--- config.mk ---
export PLATFORM = sky130hd
export DESIGN_NAME = adder16_accum_seq
export DESIGN_NICKNAME = d
export VERILOG_FILES = /design/src/rtl/adder16_accum_seq.sv
export SDC_FILE = /design/constraint.sdc
export NUM_CORES = 1
export LEC_CHECK = 0
export ABC_AREA = 1
export CORE_ASPECT_RATIO = 0.9
export CORE_MARGIN = 2
export CORE_UTILIZATION = 23
export CTS_BUF_LIST = sky130_fd_sc_hd__clkbuf_4 sky130_fd_sc_hd__clkbuf_8 sky130_fd_sc_hd__clkbuf_16
export DETAILED_ROUTE_END_ITERATION = 12
export DONT_BUFFER_PORTS = 1
export SYNTH_ARGS = -nofsm -noshare
export SYNTH_HDL_FRONTEND = slang
export SYNTH_SLANG_ARGS = --single-unit
--- constraint.sdc ---
create_clock -name clk -period 9.5 [get_ports clk]
set_input_delay 0.475 -clock clk [delete_from_list [all_inputs] [get_ports clk]]
set_output_delay 0.475 -clock clk [all_outputs]
set_load 0.005 [all_outputs]
--- src/rtl/adder16_accum_seq.sv ---
// Frame accumulator around a single 16-bit ripple-carry adder: sums a valid/ready operand stream
// per in_last-delimited frame and presents the sum with sticky carry/overflow flags downstream.
module adder16_accum_seq #(
  parameter int unsigned CNT_W = 8
) (
  input  logic             clk,
  input  logic             rst,
  input  logic             in_valid,
  output logic             in_ready,
  input  logic [15:0]      in_data,
  input  logic             in_last,
  output logic             out_valid,
  input  logic             out_ready,
  output logic [15:0]      out_sum,
  output logic             out_carry,
  output logic             out_overflow,
  output logic             out_sign,
  output logic             out_zero,
  output logic             out_parity,
  output logic [CNT_W-1:0] out_count
);

  localparam logic [1:0] StIdle  = 2'd0;
  localparam logic [1:0] StAccum = 2'd1;
  localparam logic [1:0] StHold  = 2'd2;

  localparam logic [CNT_W-1:0] CntMax = {CNT_W{1'b1}};

  logic [1:0]       r_state;
  logic [15:0]      r_acc;
  logic             r_carry_s;
  logic             r_ovf_s;
  logic [CNT_W-1:0] r_count;

  logic             r_out_valid;
  logic [15:0]      r_out_sum;
  logic             r_out_carry;
  logic             r_out_ovf;
  logic [CNT_W-1:0] r_out_count;

  logic [1:0]       w_state_nxt;
  logic [15:0]      w_x;
  logic [15:0]      w_z;
  logic [16:0]      w_c;
  logic             w_add_carry;
  logic             w_add_ovf;
  logic             w_fire;
  logic             w_done;
  logic             w_carry_nxt;
  logic             w_ovf_nxt;
  logic [CNT_W-1:0] w_count_nxt;

  // The first beat of a frame sees x = 0 so it loads the operand exactly.
  assign w_x = (r_state == StIdle) ? 16'h0000 : r_acc;

  assign w_c[0] = 1'b0;
  for (genvar i = 0; i < 16; i++) begin : g_rca
    assign w_z[i]   = w_x[i] ^ in_data[i] ^ w_c[i];
    assign w_c[i+1] = (w_x[i] & in_data[i]) | (w_c[i] & (w_x[i] ^ in_data[i]));
  end

  assign w_add_carry = w_c[16];
  assign w_add_ovf   = w_c[16] ^ w_c[15];

  assign in_ready = (r_state != StHold);
  assign w_fire   = in_valid & in_ready;
  assign w_done   = r_out_valid & out_ready;

  assign w_carry_nxt = r_carry_s | w_add_carry;
  assign w_ovf_nxt   = r_ovf_s | w_add_ovf;
  assign w_count_nxt = (r_count == CntMax) ? CntMax : r_count + 1'b1;

  always_comb begin
    w_state_nxt = r_state;
    unique case (r_state)
      StIdle, StAccum: begin
        if (w_fire) w_state_nxt = in_last ? StHold : StAccum;
      end
      StHold: begin
        if (w_done) w_state_nxt = StIdle;
      end
      default: w_state_nxt = StIdle;
    endcase
  end

  always_ff @(posedge clk) begin
    if (rst) begin
      r_state     <= StIdle;
      r_acc       <= '0;
      r_carry_s   <= 1'b0;
      r_ovf_s     <= 1'b0;
      r_count     <= '0;
      r_out_valid <= 1'b0;
      r_out_sum   <= '0;
      r_out_carry <= 1'b0;
      r_out_ovf   <= 1'b0;
      r_out_count <= '0;
    end else begin
      r_state <= w_state_nxt;
      if (w_fire) begin
        r_acc     <= w_z;
        r_carry_s <= w_carry_nxt;
        r_ovf_s   <= w_ovf_nxt;
        r_count   <= w_count_nxt;
        if (in_last) begin
          r_out_valid <= 1'b1;
          r_out_sum   <= w_z;
          r_out_carry <= w_carry_nxt;
          r_out_ovf   <= w_ovf_nxt;
          r_out_count <= w_count_nxt;
        end
      end else if (w_done) begin
        // Result consumed: clear the frame state; the presented fields keep their last values.
        r_out_valid <= 1'b0;
        r_acc       <= '0;
        r_carry_s   <= 1'b0;
        r_ovf_s     <= 1'b0;
        r_count     <= '0;
      end
    end
  end

  assign out_valid    = r_out_valid;
  assign out_sum      = r_out_sum;
  assign out_carry    = r_out_carry;
  assign out_overflow = r_out_ovf;
  assign out_count    = r_out_count;
  assign out_sign     = r_out_sum[15];
  assign out_zero     = (r_out_sum == 16'h0000);
  assign out_parity   = ~(^r_out_sum);

endmodule
# Yosys cells after proc, flatten, opt, wreduce, memory -nomap -nowiden
# Index checks and enable logic that the tools add are counted.
[word_totals]
regBits = 55
input_bits = 21
output_inout_bits = 31
word_cells = 124
[op_classes]
add_sub_neg = 1
n_eq_ne = 7
mux = 15
bitwise = 83
reduce_logical = 8
[op_table]
columns = ["operator", "count"]
rows = [
  ["16-bit 2-to-1 mux", 3],
  ["1-bit AND", 33],
  ["1-bit XOR", 32],
  ["8-bit 2-to-1 mux", 3],
  ["1-bit bitwise OR", 17],
  ["16-bit logical NOT", 1],
  ["16-bit XOR reduction", 1],
  ["8-bit by 1-bit adder with 8-bit output (second input constant)", 1],
  ["8-bit equality test (second input constant)", 1],
  ["2-bit inequality test (second input constant)", 4],
  ["2-bit 2-to-1 mux", 3],
  ["2-bit AND reduction", 3],
  ["1-bit 2-to-1 mux", 5],
  ["2-bit case mux with 2 select lines", 1],
  ["2-bit by 1-bit equality test with 1-bit output (second input constant)", 1],
  ["2-bit equality test (second input constant)", 1],
  ["2-bit logical NOT", 1],
  ["2-bit nonzero test", 1],
  ["2-bit OR reduction", 1],
  ["1-bit inverter", 1],
]

# Depth between registers and ports, before layout
# Gate-level depths: netlist of the first run.
[depth]
ltp_word = 36
depth_mapped = 27
ltp_nobuf = 27

# Least setup slack after synthesis of the first run
# No wires, ideal clock.
[synth_path]
path_type = "register -> register"
startpoint = "register r_state[1]"
endpoint = "register r_out_ovf, in the netlist out_overflow"
t_arrival_ns = 6.752
required_ns = 9.366
path_slack_ns = 2.614
path_stages_with_launch = 28
n_path_buf = 1
period_less_slack_ns = 6.886
path_cell_list = "dfxtp_1 nor2_1 inv_1 clkbuf_1 nand2_1 fa_1 fa_1 fa_1 fa_1 fa_1 fa_1 fa_1 fa_1 fa_1 fa_1 fa_1 fa_1 inv_1 fa_1 fa_1 inv_1 fa_1 nand2_1 inv_1 nor2_1 o21ai_0 nand2_1 a21oi_1"
[synth_via]
elab_chain_cells = 35
[synth_lines]
columns = ["element", "line", "source"]
rows = [
  ["from (decl)", "29", "logic [1:0] r_state;"],
  ["from (signal assigned)", "88", "r_state <= StIdle;"],
  ["from (signal assigned)", "99", "r_state <= w_state_nxt;"],
  ["2-bit logical NOT", "54", "assign w_x = (r_state == StIdle) ? 16'h0000 : r_acc;"],
  ["16-bit 2-to-1 mux", "54", ""],
  ["1-bit AND or 1-bit XOR (tied branches)", "59", "assign w_c[i+1] = (w_x[i] & in_data[i]) | (w_c[i] & (w_x[i] ^ in_data[i]));"],
  ["1-bit AND", "59", ""],
  ["1-bit bitwise OR", "59", ""],
  ["1-bit AND", "59", ""],
  ["1-bit bitwise OR", "59", ""],
  ["1-bit AND", "59", ""],
  ["[... 19 more ...]", "--", ""],
  ["1-bit AND", "59", ""],
  ["1-bit bitwise OR", "59", ""],
  ["1-bit AND", "59", ""],
  ["1-bit bitwise OR", "59", ""],
  ["1-bit AND", "59", ""],
  ["1-bit bitwise OR", "59", ""],
  ["1-bit XOR", "63", "assign w_add_ovf = w_c[16] ^ w_c[15];"],
  ["1-bit bitwise OR", "70", "assign w_ovf_nxt = r_ovf_s | w_add_ovf;"],
  ["to (signal assigned)", "109", "r_out_ovf <= w_ovf_nxt;"],
  ["to (decl)", "38", "logic r_out_ovf;"],
]
# Several ways; a longest one is shown, not always the timed one.
# A chain may end at the register's enable or synchronous reset.

# Final worst setup path of the first run
# Ends and elaborated chain as after synthesis.

==> flow_metrics.tcl, run 1 <==
set metrics [dict create \
    cap_violations 0 \
    first_iter_violations 138 \
    fill_cells 1316 \
    crit_slowest_cell "fa_1" \
    portBuffers 0 \
    critPathCaptureType "flop" \
    cts_root_buf "clkbuf_16" \
    n_antenna_cell 0 \
    hpwl_um 5240 \
    die_h_um 112 \
    slowest_delay_ns 0.43 \
    ys_types 29 \
    critPathRequiredTime_ns 9.68 \
    switching_share 0.265 \
    finalCriticalPeriod_ns 7.26 \
    cts_post_setup_buffers_inserted 0 \
    syn-instance-count 382 \
    max_freq_mhz 138 \
    drv_slew 0 \
    die_area_um2 13900 \
    finClkSkew_ns 0.00825 \
    synth_edf_count 0 \
    wl_per_cell_um 12.8 \
    ir_drop_mv 0.0777 \
    crit_family "adder cells" \
    postSynth.asyncResetShare 0 \
    setup_tns_ns 0 \
    switchingPower_uw 157 \
    start_kind "flop" \
    tightest_slew_ns 0.719 \
    totalWireLength_um 6870 \
    syn_area_um2 2980 \
    clock_latency_ns 0.29 \
    synth_ff_type "dfxtp_1" \
    vias 2249 \
    clk_path_buf_depth 2 \
    syn_avg_cell_area_um2 7.79 \
    dr.pass1.iters 4 \
    synth_fp_nets 428 \
    ff_latch_area_um2 1100 \
    layout-drive-gt1-share 0.0617 \
    final_common_cell "nand2_1" \
    cp.arrival_ns 7.45 \
    areaGrowthSynthToFinish_pct 9.46 \
    power_frac_comb 0.163 \
    seq_area_frac_synth 0.370 \
    multi_input_area_um2 1490 \
    relSlewSlack 0.520 \
    grt_pass1_wl_um 11200 \
    cts_max_level 2 \
    criticalPathCategory "reg -> reg" \
    grt_overflow 0 \
    antenna_found_initial 0 \
    cpMostUsedCell "fa_1" \
    avgViaCountPerCell 4.19 \
    ios 52 \
    clock_sinks 55 \
    powerDensity_nw_per_um2 182 \
    hp-class "in -> reg" \
    tritoncts "yes" \
    row_count 39 \
    hold_buffers 0 \
    die_w_um 124 \
    crit_buf_inv 4 \
    drcViolationCount 0 \
    setup_viol 0 \
    p_total_uw 593 \
    clkSlewWorstSetupHoldPaths_ns 0.07 \
    yosysWarnings 0 \
    nNetsFinal 418 \
    p_int_uw 436 \
    grt_max_degree 43 \
    design.core.area_um2 12600 \
    p_leak_nw 1.34 \
    period_share 0.765 \
    cts_resized 0 \
    hold_violations 0 \
    place_congestion 0.831 \
    final_cell_mix "88 x nand2_1, 68 x inv_1, 55 x dfxtp_1" \
    numCtsBuffers 5 \
    rsz0062_at_grt "no" \
    p_clk_frac 0.400 \
    p_seq_frac 0.437 \
    cp_max_fo 13 \
    grt_pass1_vias 2199 \
    status "completed" \
    postRouteAntennaNets 0 \
    grt_util_all_layers 0.104 \
    initial_utilization 0.235 \
    synth-seq-cells 55 \
]
-- cells in the mapped netlist, types with 4 or more instances --
cell type  number  area [um2]
o21a_1          4        30.0
xor2_1          4        35.0
dfxtp_1        55        1100
o21ai_0        28         140
clkbuf_1        4        15.0
fa_1           15         300
inv_1          68         255
xnor2_1         4        35.0
nor2_1         19        71.3
a21oi_2         4        35.0
nand3_1         8        40.0
nand2_1        88         330
a21oi_1        41         205
buf_2           6        30.0
ha_1           10         125
-- metrics by stage --
stage	hold slack, ns	area [um2]	std cells	setup slack [ns]	utilization
floorplan	0.439	2980	382	2.61	-
global placement	0.444	3060	529	2.44	0.242
detailed placement	0.450	3060	529	2.28	0.242
CTS	0.239	3260	537	2.23	0.258
global route	0.228	3260	537	1.82	0.258
finish	0.242	3260	537	2.24	0.258
-- state kept, by name, indices dropped and copies added, names as in the netlist --
signal and flops:
r_acc 16, out_valid 1, r_ovf_s 1, r_state 2, out_overflow 1, out_sum 16, r_count 8, r_carry_s 1
out_carry 1, out_count 8
-- cell type report --
class	count	share of cell area
clock buffer	6	0.0407
sequential	55	0.338
clock inverter	2	0.0184
inverter	70	0.0822
tap	164	0.0630
multi-input combinational	240	0.458
-- power by group through the flow --
| stage | registers, mW | logic, mW | clock network, mW |
|---|---|---|---|
| after floorplan | 0.261 | 0.0830 | 0 |
| after global placement | 0.264 | 0.0952 | 0 |
| after detailed placement | 0.264 | 0.0978 | 0 |
| after CTS | 0.259 | 0.0978 | 0.242 |
| after global routing | 0.261 | 0.113 | 0.249 |
| final | 0.259 | 0.0968 | 0.237 |
-- path summary, 6_finish.rpt --
| check | start | to | slack (ns) | depth (start not counted) |
|---|---|---|---|---|
| max | r_state[1]$_SDFFE_PP0P_ | out_overflow$_SDFFE_PP0P_ | 2.24 | 26 |
| min | rst | r_acc[3]$_SDFFE_PP0P_ | 0.24 | 1 |
| max reg2reg | r_state[1]$_SDFFE_PP0P_ | out_overflow$_SDFFE_PP0P_ | 2.24 | 26 |
| min reg2reg | r_acc[0]$_SDFFE_PP0P_ | r_acc[0]$_SDFFE_PP0P_ | 0.46 | 2 |
-- kinds of logic (layout without fill, tap and decap cells) --
group                    count (synthesis)  in the layout  share of synthesized area
AO/OA/AOI/OAI                           81             81                      0.146
XOR/XNOR                                 8              8                     0.0235
adder cells (fa/ha/maj)                 25             25                      0.143
buffers and inverters                   87             78                      0.129
flip-flops                              55             55                      0.370
AND/OR/NAND/NOR                        126            126                      0.188
-- worst register-to-register path, cell delays in order (launching register included) --
cell	delay (ns)
dfxtp_1	0.41
nor2_1	0.11
inv_1	0.33
nand2_1	0.13
fa_1	0.43
fa_1	0.40
fa_1	0.39
fa_1	0.39
fa_1	0.41
fa_1	0.40
fa_1	0.41
fa_1	0.41
fa_1	0.39
fa_1	0.38
fa_1	0.39
fa_1	0.36
inv_1	0.08
fa_1	0.18
fa_1	0.22
inv_1	0.07
fa_1	0.43
nand2_1	0.09
inv_1	0.04
nor2_1	0.07
o21ai_0	0.11
nand2_1	0.07
a21oi_1	0.05
-- layer usage --
metal,share of wire,up-vias,GRT usage
met3,0.078,10,0.0338
met1,0.46,1033,0.134
li1,-,1152,-
met2,0.44,54,0.157
met4,0.024,0,0.0464
met5,0,-,0
Note: power is estimated with default switching activity, not from simulation.
==> run 2: changes to the inputs <==
- clock period: 9.5 -> 6.33 ns (I/O delays scaled with it)
==> flow_metrics.tcl, run 2 (synthesized netlist as in run 1, its figures left out) <==
set metrics [dict create \
    ios 52 \
    cts_root_buf "clkbuf_16" \
    row_count 39 \
    antenna_found_initial 0 \
    clk_path_buf_depth 2 \
    first_iter_violations 119 \
    place_area_um2 3140 \
    relSlewSlack 0.482 \
    setup_viol 0 \
    clkSlewWorstSetupHoldPaths_ns 0.07 \
    clock_sinks 55 \
    power_frac_comb 0.179 \
    finalCriticalPeriod_ns 6.27 \
    whs_path_depth 1 \
    place_congestion 0.830 \
    dr.pass1.iters 4 \
    r2r-end "out_sum[15]$_SDFFE_PP0P_" \
    postRouteAntennaNets 0 \
    crit_chain "nor2_4, nor2_2, ha_2, inv_2, fa_2, fa_2, fa_2, fa_2, fa_2, fa_2, fa_2, fa_2, fa_2, fa_2, fa_2, fa_2, inv_2, fa_2, fa_2, inv_2, fa_2, inv_2, o21ai_0, a21oi_1" \
    cp_max_fo 3 \
    cpMostUsedCell "fa_2" \
    cts_max_level 2 \
    rsz0062_at_grt "yes" \
    max_freq_mhz 159 \
    crit_slowest_cell "fa_2" \
    nNetsFinal 425 \
    hp-class "in -> reg" \
    status "completed" \
    drcViolationCount 0 \
    switchingPower_uw 239 \
    design.core.area_um2 12600 \
    crit_buf_inv 4 \
    initial_utilization 0.235 \
    criticalPathCategory "reg -> reg" \
    hold_violations 0 \
    worstSetupStartpoint "r_state[1]$_SDFFE_PP0P_" \
    critPathRequiredTime_ns 6.49 \
    crit-reg2reg-launch "r_state[1]$_SDFFE_PP0P_" \
    grt_overflow 0 \
    fin_area_um2 3370 \
    die_h_um 112 \
    areaGrowthSynthToFinish_pct 13.2 \
    crit_cells 24 \
    grt_util_all_layers 0.102 \
    whs_ns 0.0760 \
    vias 2272 \
    final_cell_mix "85 x nand2_1, 64 x inv_1, 53 x dfxtp_1" \
    powerDensity_nw_per_um2 257 \
    setup_tns_ns 0 \
    n_antenna_cell 0 \
    p_total_uw 866 \
    p_clk_frac 0.372 \
    die_area_um2 13900 \
    cp.arrival_ns 6.43 \
    cap_violations 0 \
    p_leak_nw 1.36 \
    start_kind "flop" \
    grt_max_degree 43 \
    r2r_cells 24 \
    p_seq_frac 0.449 \
    ir_drop_mv 0.112 \
    switching_share 0.276 \
    crit_family "adder cells" \
    wl_per_cell_um 12.8 \
    p_int_uw 627 \
    drv_slew 0 \
    slowest_delay_ns 0.52 \
    die_w_um 124 \
    hpwl_um 5240 \
    period_share 0.990 \
    portBuffers 0 \
    final_common_cell "nand2_1" \
    tightest_slew_ns 0.776 \
    totalWireLength_um 6950 \
    crit_end "out_sum[15]$_SDFFE_PP0P_" \
    critPathCaptureType "flop" \
    finClkSkew_ns 0.00731 \
    tritoncts "yes" \
    numCtsBuffers 5 \
    r2r_slack_ns 0.06 \
    avgViaCountPerCell 4.18 \
    clock_latency_ns 0.30 \
    grt_pass1_wl_um 11000 \
    layout-drive-gt1-share 0.161 \
    grt_pass1_vias 2215 \
]
[run 2: changes by cell type in the layout (fill, tap and decap cells not counted), moves of 3 or more]
cell,previous run,this run
a21oi_2,4,8
buf_4,0,6
nand2_2,3,6
a21oi_1,41,37
fa_1,15,0
fa_2,0,15
nand2_1,88,85
inv_2,1,5
inv_1,68,64
[run 2: worst min path at each step]
stage	start	endpoint	slack [ns]
3_3_place_gp	rst	r_count[7]$_SDFFE_PP0P_	0.39
4_1_cts	rst	r_count[7]$_SDFFE_PP0P_	0.07
3_5_place_dp	rst	r_count[7]$_SDFFE_PP0P_	0.39
6_report	rst	r_count[7]$_SDFFE_PP0P_	0.08
2_1_floorplan	r_acc[0]$_SDFFE_PP0P_	r_acc[0]$_SDFFE_PP0P_	0.44
5_1_grt	rst	r_count[7]$_SDFFE_PP0P_	0.06
[run 2: repair_timing]
item                       in CTS  in global routing
hold buffers                    0                  0
setup endpoints to repair       3                  6
pin swaps                       0                  5
setup buffers                   0                  1
resized for setup               2                 21
hold endpoints to repair        0                  0
[run 2: metal layers]
layer	vias to the layer above	global-route usage	part of all wire
met2	47	0.159	0.45
met1	1050	0.127	0.44
li1	1165	-	-
met5	-	0	0
met4	0	0.0397	0.020
met3	10	0.0405	0.090
[run 2: power by group through the flow]
stage	clock network, mW	logic [mW]	registers (mW)
2_1_floorplan	0	0.128	0.391
3_3_place_gp	0	0.150	0.396
3_5_place_dp	0	0.153	0.397
4_1_cts	0.329	0.154	0.389
5_1_grt	0.341	0.180	0.392
6_report	0.322	0.155	0.389
[run 2: through the flow]
step	util	setup WS (ns)	instances
6_report	0.267	0.0601	544
5_1_grt	0.267	-0.200	544
4_1_cts	0.262	0.0177	543
3_5_place_dp	0.248	-0.0615	535
2_1_floorplan	-	0.0270	382
3_3_place_gp	0.248	-0.0325	535
[run 2: cell type report]
type | count | area [um2]
clock buffer | 6 | 139
tap | 164 | 205
fill | 1310 | 9270
clock inverter | 2 | 35.0
sequential | 55 | 1100
inverter | 70 | 268
timing repair buffer | 7 | 56.3
multi-input combinational | 240 | 1560
